<file path="src/rtl/rs_enc_if.sv">
// Byte-stream bundle between an upstream source and the RS(204,188) encoder.
// master drives the CE strobe and data byte; slave (the encoder) returns the
// encoded byte stream and its qualifying flags.
interface rs_enc_if;
  logic       CE;
  logic [7:0] input_byte;
  logic [7:0] Out_byte;
  logic       CEO;
  logic       Valid_out;
  logic       Sync_out;
  logic       Par_out;

  modport master (
    output CE, input_byte,
    input  Out_byte, CEO, Valid_out, Sync_out, Par_out
  );

  modport slave (
    input  CE, input_byte,
    output Out_byte, CEO, Valid_out, Sync_out, Par_out
  );
endinterface

</file>
<file path="src/rtl/rs_enc.sv">
// Systematic RS(204,188) encoder over GF(2^8), primitive poly 0x11D, alpha=0x02.
// Data bytes pass straight through while a 16-byte LFSR divides by g(x); the
// remainder is then shifted out as 16 parity bytes. The byte counter wraps at
// N-1, and the LFSR is empty after the last parity shift, so consecutive
// codewords need no idle slot and no explicit clear.
module rs_enc #(
  parameter int N = 204,
  parameter int K = 188
) (
  input  logic    clk,
  input  logic    reset,
  rs_enc_if.slave bus
);

  // Multiply by a constant in GF(2^8); with one operand constant this
  // reduces to a pure XOR network.
  function automatic logic [7:0] gf_mul(input logic [7:0] a, input logic [7:0] b);
    logic [7:0] p;
    logic [7:0] x;
    p = 8'h00;
    x = a;
    for (int i = 0; i < 8; i++) begin
      if (b[i]) p = p ^ x;
      x = {x[6:0], 1'b0} ^ (x[7] ? 8'h1D : 8'h00);
    end
    return p;
  endfunction

  // g(x) = prod_{i=0..15} (x + alpha^i), evaluated at elaboration time.
  // Index j holds the coefficient of x^j; index 16 is the monic 1.
  function automatic logic [16:0][7:0] gen_poly();
    logic [16:0][7:0] c;
    logic [7:0]       a;
    c    = '0;
    c[0] = 8'h01;
    a    = 8'h01;
    for (int i = 0; i < 16; i++) begin
      for (int j = 16; j > 0; j--) c[j] = c[j-1] ^ gf_mul(c[j], a);
      c[0] = gf_mul(c[0], a);
      a    = gf_mul(a, 8'h02);
    end
    return c;
  endfunction

  localparam logic [16:0][7:0] G = gen_poly();

  logic [7:0]       cnt;
  logic [15:0][7:0] r;
  logic [15:0][7:0] r_nxt;
  logic [7:0]       fb;
  logic             data_phase;

  assign data_phase = (cnt < 8'(K));
  assign fb         = bus.input_byte ^ r[15];

  // Next LFSR contents: divide-by-g(x) step for data bytes, plain shift for parity.
  always_comb begin
    r_nxt = '0;
    if (data_phase) begin
      r_nxt[0] = gf_mul(fb, G[0]);
      for (int i = 1; i < 16; i++) r_nxt[i] = r[i-1] ^ gf_mul(fb, G[i]);
    end else begin
      r_nxt[0] = 8'h00;
      for (int i = 1; i < 16; i++) r_nxt[i] = r[i-1];
    end
  end

  // Counter, LFSR and registered outputs; everything advances only on CE.
  always_ff @(posedge clk or posedge reset) begin
    if (reset) begin
      cnt           <= 8'd0;
      r             <= '0;
      bus.Out_byte  <= 8'h00;
      bus.CEO       <= 1'b0;
      bus.Valid_out <= 1'b0;
      bus.Sync_out  <= 1'b0;
      bus.Par_out   <= 1'b0;
    end else begin
      bus.CEO       <= bus.CE;
      bus.Valid_out <= bus.CE;
      if (bus.CE) begin
        cnt          <= (cnt == 8'(N - 1)) ? 8'd0 : cnt + 8'd1;
        r            <= r_nxt;
        bus.Out_byte <= data_phase ? bus.input_byte : r[15];
        bus.Sync_out <= (cnt == 8'd0);
        bus.Par_out  <= ~data_phase;
      end
    end
  end

endmodule

</file>
<file path="src/flat_wrapper.sv">
// flat-port wrapper written by rule: the top's interface ports become plain ports
module rs_enc_flat 
#(
  parameter int N = 204,
  parameter int K = 188
)
  (clk, reset, bus_CE, bus_input_byte, bus_Out_byte, bus_CEO, bus_Valid_out, bus_Sync_out, bus_Par_out);
  rs_enc_if bus_i ();
  input  logic clk;
  input  logic reset;
  input wire logic [$bits(bus_i.CE)-1:0] bus_CE;
  input wire logic [$bits(bus_i.input_byte)-1:0] bus_input_byte;
  output wire logic [$bits(bus_i.Out_byte)-1:0] bus_Out_byte;
  output wire logic [$bits(bus_i.CEO)-1:0] bus_CEO;
  output wire logic [$bits(bus_i.Valid_out)-1:0] bus_Valid_out;
  output wire logic [$bits(bus_i.Sync_out)-1:0] bus_Sync_out;
  output wire logic [$bits(bus_i.Par_out)-1:0] bus_Par_out;
  assign bus_i.CE = bus_CE;
  assign bus_i.input_byte = bus_input_byte;
  assign bus_Out_byte = bus_i.Out_byte;
  assign bus_CEO = bus_i.CEO;
  assign bus_Valid_out = bus_i.Valid_out;
  assign bus_Sync_out = bus_i.Sync_out;
  assign bus_Par_out = bus_i.Par_out;
  rs_enc #(.N(N), .K(K)) u_core (.clk(clk), .reset(reset), .bus(bus_i));
endmodule
</file>
<file path="config.mk">
export PLATFORM = sky130hd
export DESIGN_NAME = rs_enc_flat
export DESIGN_NICKNAME = d
export VERILOG_FILES = /design/src/rtl/rs_enc_if.sv /design/src/rtl/rs_enc.sv /design/src/flat_wrapper.sv
export SDC_FILE = /design/constraint.sdc
export NUM_CORES = 1
export LEC_CHECK = 0
export BUFFER_PORTS_ARGS = -buffer_cell sky130_fd_sc_hd__buf_2
export CAP_MARGIN = 20
export CELL_PAD_IN_SITES_DETAIL_PLACEMENT = 1
export CELL_PAD_IN_SITES_GLOBAL_PLACEMENT = 1
export CORE_MARGIN = 3
export CORE_UTILIZATION = 54
export CTS_CLUSTER_SIZE = 10
export DETAILED_ROUTE_END_ITERATION = 8
export HOLD_SLACK_MARGIN = 0.02
export PLACE_DENSITY_LB_ADDON = 0.1
export REMOVE_ABC_BUFFERS = 1
export SYNTH_ARGS = -nofsm -noshare
export SYNTH_HDL_FRONTEND = slang
export SYNTH_SLANG_ARGS = --single-unit
</file>
<file path="constraint.sdc">
create_clock -name clk -period 8.44 [get_ports clk]
set_input_delay 1.266 -clock clk [delete_from_list [all_inputs] [get_ports clk]]
set_output_delay 1.266 -clock clk [all_outputs]
set_load 0.02 [all_outputs]
</file>
Word-level counts from Yosys, hierarchy flattened

Cells that the tools add are included.

Bits in registers: 147
Output and inout port bits: 12

$add $sub $neg: 1
$lt $le $gt $ge: 1
Equal/unequal tests: 1
Muxes and demuxes: 45
Bitwise logic cells: 55
Reduce and logical (&&, ||, !) cells: 1

Operator list:

| kind                | number |
|---|---|
| $xor 8x8->8         | 52 |
| $mux 8              | 37 |
| $mux 128            | 1 |
| $mux 5              | 7 |
| $xor 8x5->8         | 2 |
| $add 8x1->8 const B | 1 |
| $eq 8x8->1 const B  | 1 |
| $logic_not 8->1     | 1 |
| $lt 8x8->1 const B  | 1 |
| $not 1->1           | 1 |

Longest topological paths before layout

Word-level depth: 19
Depth in mapped cells: 8
Depth with buffers taken out: 6

Worst setup path after synthesis

OpenSTA, ideal clock, no wires.

Path type: input -> register
Start point: in bus_input_byte[6]
End point: reg u_core.r[87] (netlist name)
Setup time: 82 ps
Arrival: 3059 ps
Data required time: 8358 ps
Path slack: 5299 ps
Stages: 7
Cell sequence: buf_4 xnor2_4 xnor3_1 xor2_1 xnor2_1 or3_1 a31oi_1

Longest elaborated chain between the ends: 14
Elaborated cells on any way between the ends: 15
Classes of those cells: 4 x mux; 11 x bitwise

Ends and longest elaborated chain:

| item                          | line               | source |
|---|---|---|
| start: declaration            | flat_wrapper.sv:12 | `input wire logic [$bits(bus_i.input_byte)-1:0] bus_input_byte;` |
| $xor 8x8->8 (*)               | rs_enc.sv:54       | `assign fb = bus.input_byte ^ r[15];` |
| $xor 8x8->8 (*)               | rs_enc.sv:24       | `x = {x[6:0], 1'b0} ^ (x[7] ? 8'h1D : 8'h00);` |
| $mux 5 (*)                    | rs_enc.sv:24       |  |
| $xor 8x5->8 (*)               | rs_enc.sv:24       |  |
| $xor 8x8->8 (*) (2 in series) | rs_enc.sv:24       |  |
| $xor 8x8->8 (*)               | --                 |  |
| $xor 8x5->8 (*)               | rs_enc.sv:24       |  |
| $xor 8x8->8                   | rs_enc.sv:23       | `if (b[i]) p = p ^ x;` |
| $mux 8                        | rs_enc.sv:59       | `if (data_phase) begin` |
| $xor 8x8->8 (*)               | rs_enc.sv:23       |  |
| $mux 8 (*)                    | rs_enc.sv:59       |  |
| $xor 8x8->8 (*)               | rs_enc.sv:61       | `for (int i = 1; i < 16; i++) r_nxt[i] = r[i-1] ^ gf_mul(fb, G[i]);` |
| $mux 128 (*)                  | rs_enc.sv:59       |  |
| end signal: assignment        | rs_enc.sv:83       | `r <= r_nxt;` |
| end: declaration              | rs_enc.sv:48       | `logic [15:0][7:0] r;` |

Every way passes the cells marked *; elsewhere a longest branch is shown, timed or not. The select of a mux whose other input is x is not followed.
A chain may end at the register's enable or synchronous reset.

Worst setup path after layout

Start point: in bus_input_byte[7]
End point: reg u_core.r[76] (netlist name)

Longest elaborated chain between the ends: 12
Elaborated cells on any way between the ends: 14
Classes of those cells: 6 x mux; 8 x bitwise

Ends and longest elaborated chain:

| item                                         | line |
|---|---|
| $xor 8x8->8 (*)                              | rs_enc.sv:54 |
| $mux 5 (*)                                   | rs_enc.sv:24 |
| $xor 8x8->8 (*)                              | rs_enc.sv:24 |
| $mux 8 / $xor 8x5->8 (equally long branches) | rs_enc.sv:59, rs_enc.sv:24 |
| $xor 8x8->8                                  | rs_enc.sv:23 |
| $mux 8                                       | rs_enc.sv:59 |
| $xor 8x8->8 (*)                              | rs_enc.sv:23 |
| $mux 8 (*)                                   | rs_enc.sv:59 |
| $xor 8x8->8 (*)                              | rs_enc.sv:23 |
| $mux 8 (*)                                   | rs_enc.sv:59 |
| $xor 8x8->8 (*)                              | rs_enc.sv:61 |
| $mux 128 (*)                                 | rs_enc.sv:59 |

Marked as above.

==> results by group <==
Timing
  • Setup TNS: 0 ns
  • Setup violators final: 0
  • Crit share post-route: 0.4050
  • Final hold vios: 0
  • Slew @ Worst Pin: about 1.1 ns
  • RSZ-0062 raised after global routing: no
  • Post-layout min period: around 3.4 ns
  • Max_slew headroom: 0.2991
  • FMAX: approximately 300 MHz
  • WHS: ~0.51 ns
  • Slew Viols, Final: 0
  • Clock skew: roughly 0.0066 ns

Die
  • Placeable Area: roughly 16000 µm²
  • Row count: 46
  • DIE WIDTH: 134.2 µm
  • Starting density of the core: 0.5546
  • Height of the die: 134.2 µm
  • Full die area: between 15000 and 20000 µm²
  • I/O pins: 23

Logic synthesis
  • FFs w/ async S/R, synth: 1.000
  • Number of synthesized flops with an enable pin: 0
  • Synth Register Bits: 147
  • Synthesized area: 8874 µm²
  • Area share of the largest cell type after synthesis: 0.4146
  • YS warnings: 0
  • Yosys top cell by area: dfrtp_1
  • Distinct cells, synth: between 40 and 50
  • Post-synth top cells: nor2_1 (184), dfrtp_1 (147), a21oi_1 (118)
  • Syn_area_per_cell: between 9 and 10 µm²
  • Register area share after synthesis: 0.4146
  • Area contributors post-synth: dfrtp_1 (41%), xnor2_1 (10%), xor2_1 (9.0%)
  • Most numerous cell in the Yosys netlist: nor2_1
  • Post-Syn Instances: around 900
  • Top_reg_cell synth: dfrtp_1

Clock network
  • H-Tree Depth: 4
  • Post-CTS Resized: 0
  • Hold Buf Count CTS: 0
  • Clock root cell: clkbuf_16
  • Worst skew pair latency: 0.44 ns
  • CTS tree: done
  • # clock sinks: 147
  • CTS max path bufs: 2
  • CTS Buf Count: 17
  • Setup Fix Bufs, Post-CTS: 0
  • Reg clk slew, reported paths: roughly 0.060 ns

Layout
  • Multi-input gate area in the final layout: slightly below 5000 µm²
  • # fillers: approximately 1800
  • Non-filler cells, final: 1119
  • Diode count: 0
  • P&R area growth vs syn: 9.913%
  • Nets: 903
  • Share of layout cells above drive strength 1: 0.1074
  • Register area: ~3700 µm²

Setup path
  • Critical Path Sink Type: flip-flop
  • Crit Path Category: in -> reg
  • CP max FO: 13
  • Reg-to-reg startpoint: u_core.r[127]
  • Critical-path cell list: buf_2, xor2_2, xnor3_1, xnor3_1, nand2_1, xor2_1, a21oi_1
  • RR Endpoint: u_core.r[76]
  • CP Launch Type: input pin
  • Crit path DAT: around 3.7 ns
  • CP Data Required Time: 8.71 ns
  • Cell mode on critical path: xnor3_1
  • Critical-path top delay cell: xnor3_1
  • Worst r2r path cells: 6
  • Critical path's largest stage delay: roughly 0.74 ns
  • R2R setup slack: between 5 and 6 ns

Detailed routing
  • ANT nets after route: 0
  • DR pass1 iterations: 5
  • Via Count: 6275
  • Drc violations: 0
  • Vias/cell: 5.608
  • DRT iter0 DRCs: approximately 400
  • Routed wire length: about 23000 µm
  • Wire per inst: around 21 µm

Min path
  • Hold Path Sink: u_core.bus.Par_out
  • Worst hold path class: reg -> reg
  • Hold path cells: 1
  • Worst Hold Launch: u_core.bus.Par_out

GRT
  • Initial antenna violation count: 0
  • GRT Util Overall: 0.2727
  • Vias in the first global route: between 6000 and 7000
  • First-pass GRT wire length: 37230 µm
  • Global route overflow: 0
  • Largest net degree at the start of global routing: 116

Placement
  • Cells after DPL: approximately 1100
  • GPL Wtd Cong: approximately 0.85
  • HPWL Detailed: around 15000 µm
  • Port Buffers: 22

Outcome
  • Status: complete, no violations

Job
  • Max Cap Violations: 0
[sequential cells by signal (all words and copies together) (netlist names)]
signal,flops
u_core.bus.Out_byte,8
u_core.bus.Par_out,1
u_core.bus.Sync_out,1
u_core.bus.Valid_out,1
u_core.cnt,8
u_core.r,128
[kinds of logic (layout without fill, tap and decap cells)]
| family | Yosys count | after routing | synth area share |
|---|---|---|---|
| fa+ha+maj | 2 | 2 | 0.002820 |
| simple gates | 280 | 280 | 0.1301 |
| mux | 3 | 3 | 0.003666 |
| compound gates | 146 | 146 | 0.08545 |
| flops | 147 | 147 | 0.4146 |
| xor+xnor | 249 | 249 | 0.3288 |
| buf+inv | 69 | 76 | 0.03455 |
[area by class of cell]
class	count	share of cell area
sequential	147	0.3772
inverter	12	0.005131
clock buffer	20	0.04682
clock inverter	12	0.01835
timing repair buffer	32	0.02232
multi-input combinational	680	0.5025
tap	216	0.02771
[worst max-delay path by stage]
stage,startpoint,end,depth (start not counted)
after global routing,bus_input_byte[7],u_core.r[115],7
after global placement,bus_input_byte[7],u_core.r[87],7
after CTS,bus_input_byte[7],u_core.r[115],7
after detailed placement,bus_input_byte[5],u_core.r[38],7
final,bus_input_byte[7],u_core.r[76],7
after floorplan,reset,u_core.bus.Out_byte[0],1
[per-layer routing]
layer / GRT usage / up-vias / routed length (µm)
met3: 0.06077 / 40 / 954
met2: 0.4587 / 148 / 11810
met4: 0.08710 / 0 / 570
met5: 0 / - / 0
li1: - / 2895 / -
met1: 0.3537 / 3192 / 10150
[placed cells by master (no fill, tap or decap), drive strengths merged, types with 3 or more instances in the layout]
| cell | count |
|---|---|
| xnor2 | 122 |
| a21oi | 118 |
| nor2 | 184 |
| or2 | 7 |
| clkinvlp | 6 |
| inv | 13 |
| dfrtp | 147 |
| xor2 | 93 |
| xnor3 | 33 |
| or3 | 4 |
| clkbuf | 21 |
| a31oi | 12 |
| nand2 | 56 |
| nand3 | 14 |
| o21ai | 10 |
| bufinv | 4 |
| buf | 31 |
| nor4b | 3 |
[through the flow]
step | instance area (µm²) | util | setup slack, ns
global placement | 9079 | 0.5674 | 4.761
global route | 9753 | 0.6096 | 4.901
floorplan | 8612 | - | 3.223
CTS | 9714 | 0.6071 | 5.074
detailed placement | 9079 | 0.5674 | 4.674
finish | 9753 | 0.6096 | 5.022
[worst max-delay path: cells and delay by family]
kind / cells / cell delay, ns
XOR/XNOR: 4 / 2.08
buffers and inverters: 1 / 0.15
AND/OR/NAND/NOR: 1 / 0.10
AO/OA/AOI/OAI: 1 / 0.08
Power is left out: the tool's default activity adds up to more than one toggle a clock period on the data nets, which glitch-free logic cannot reach.
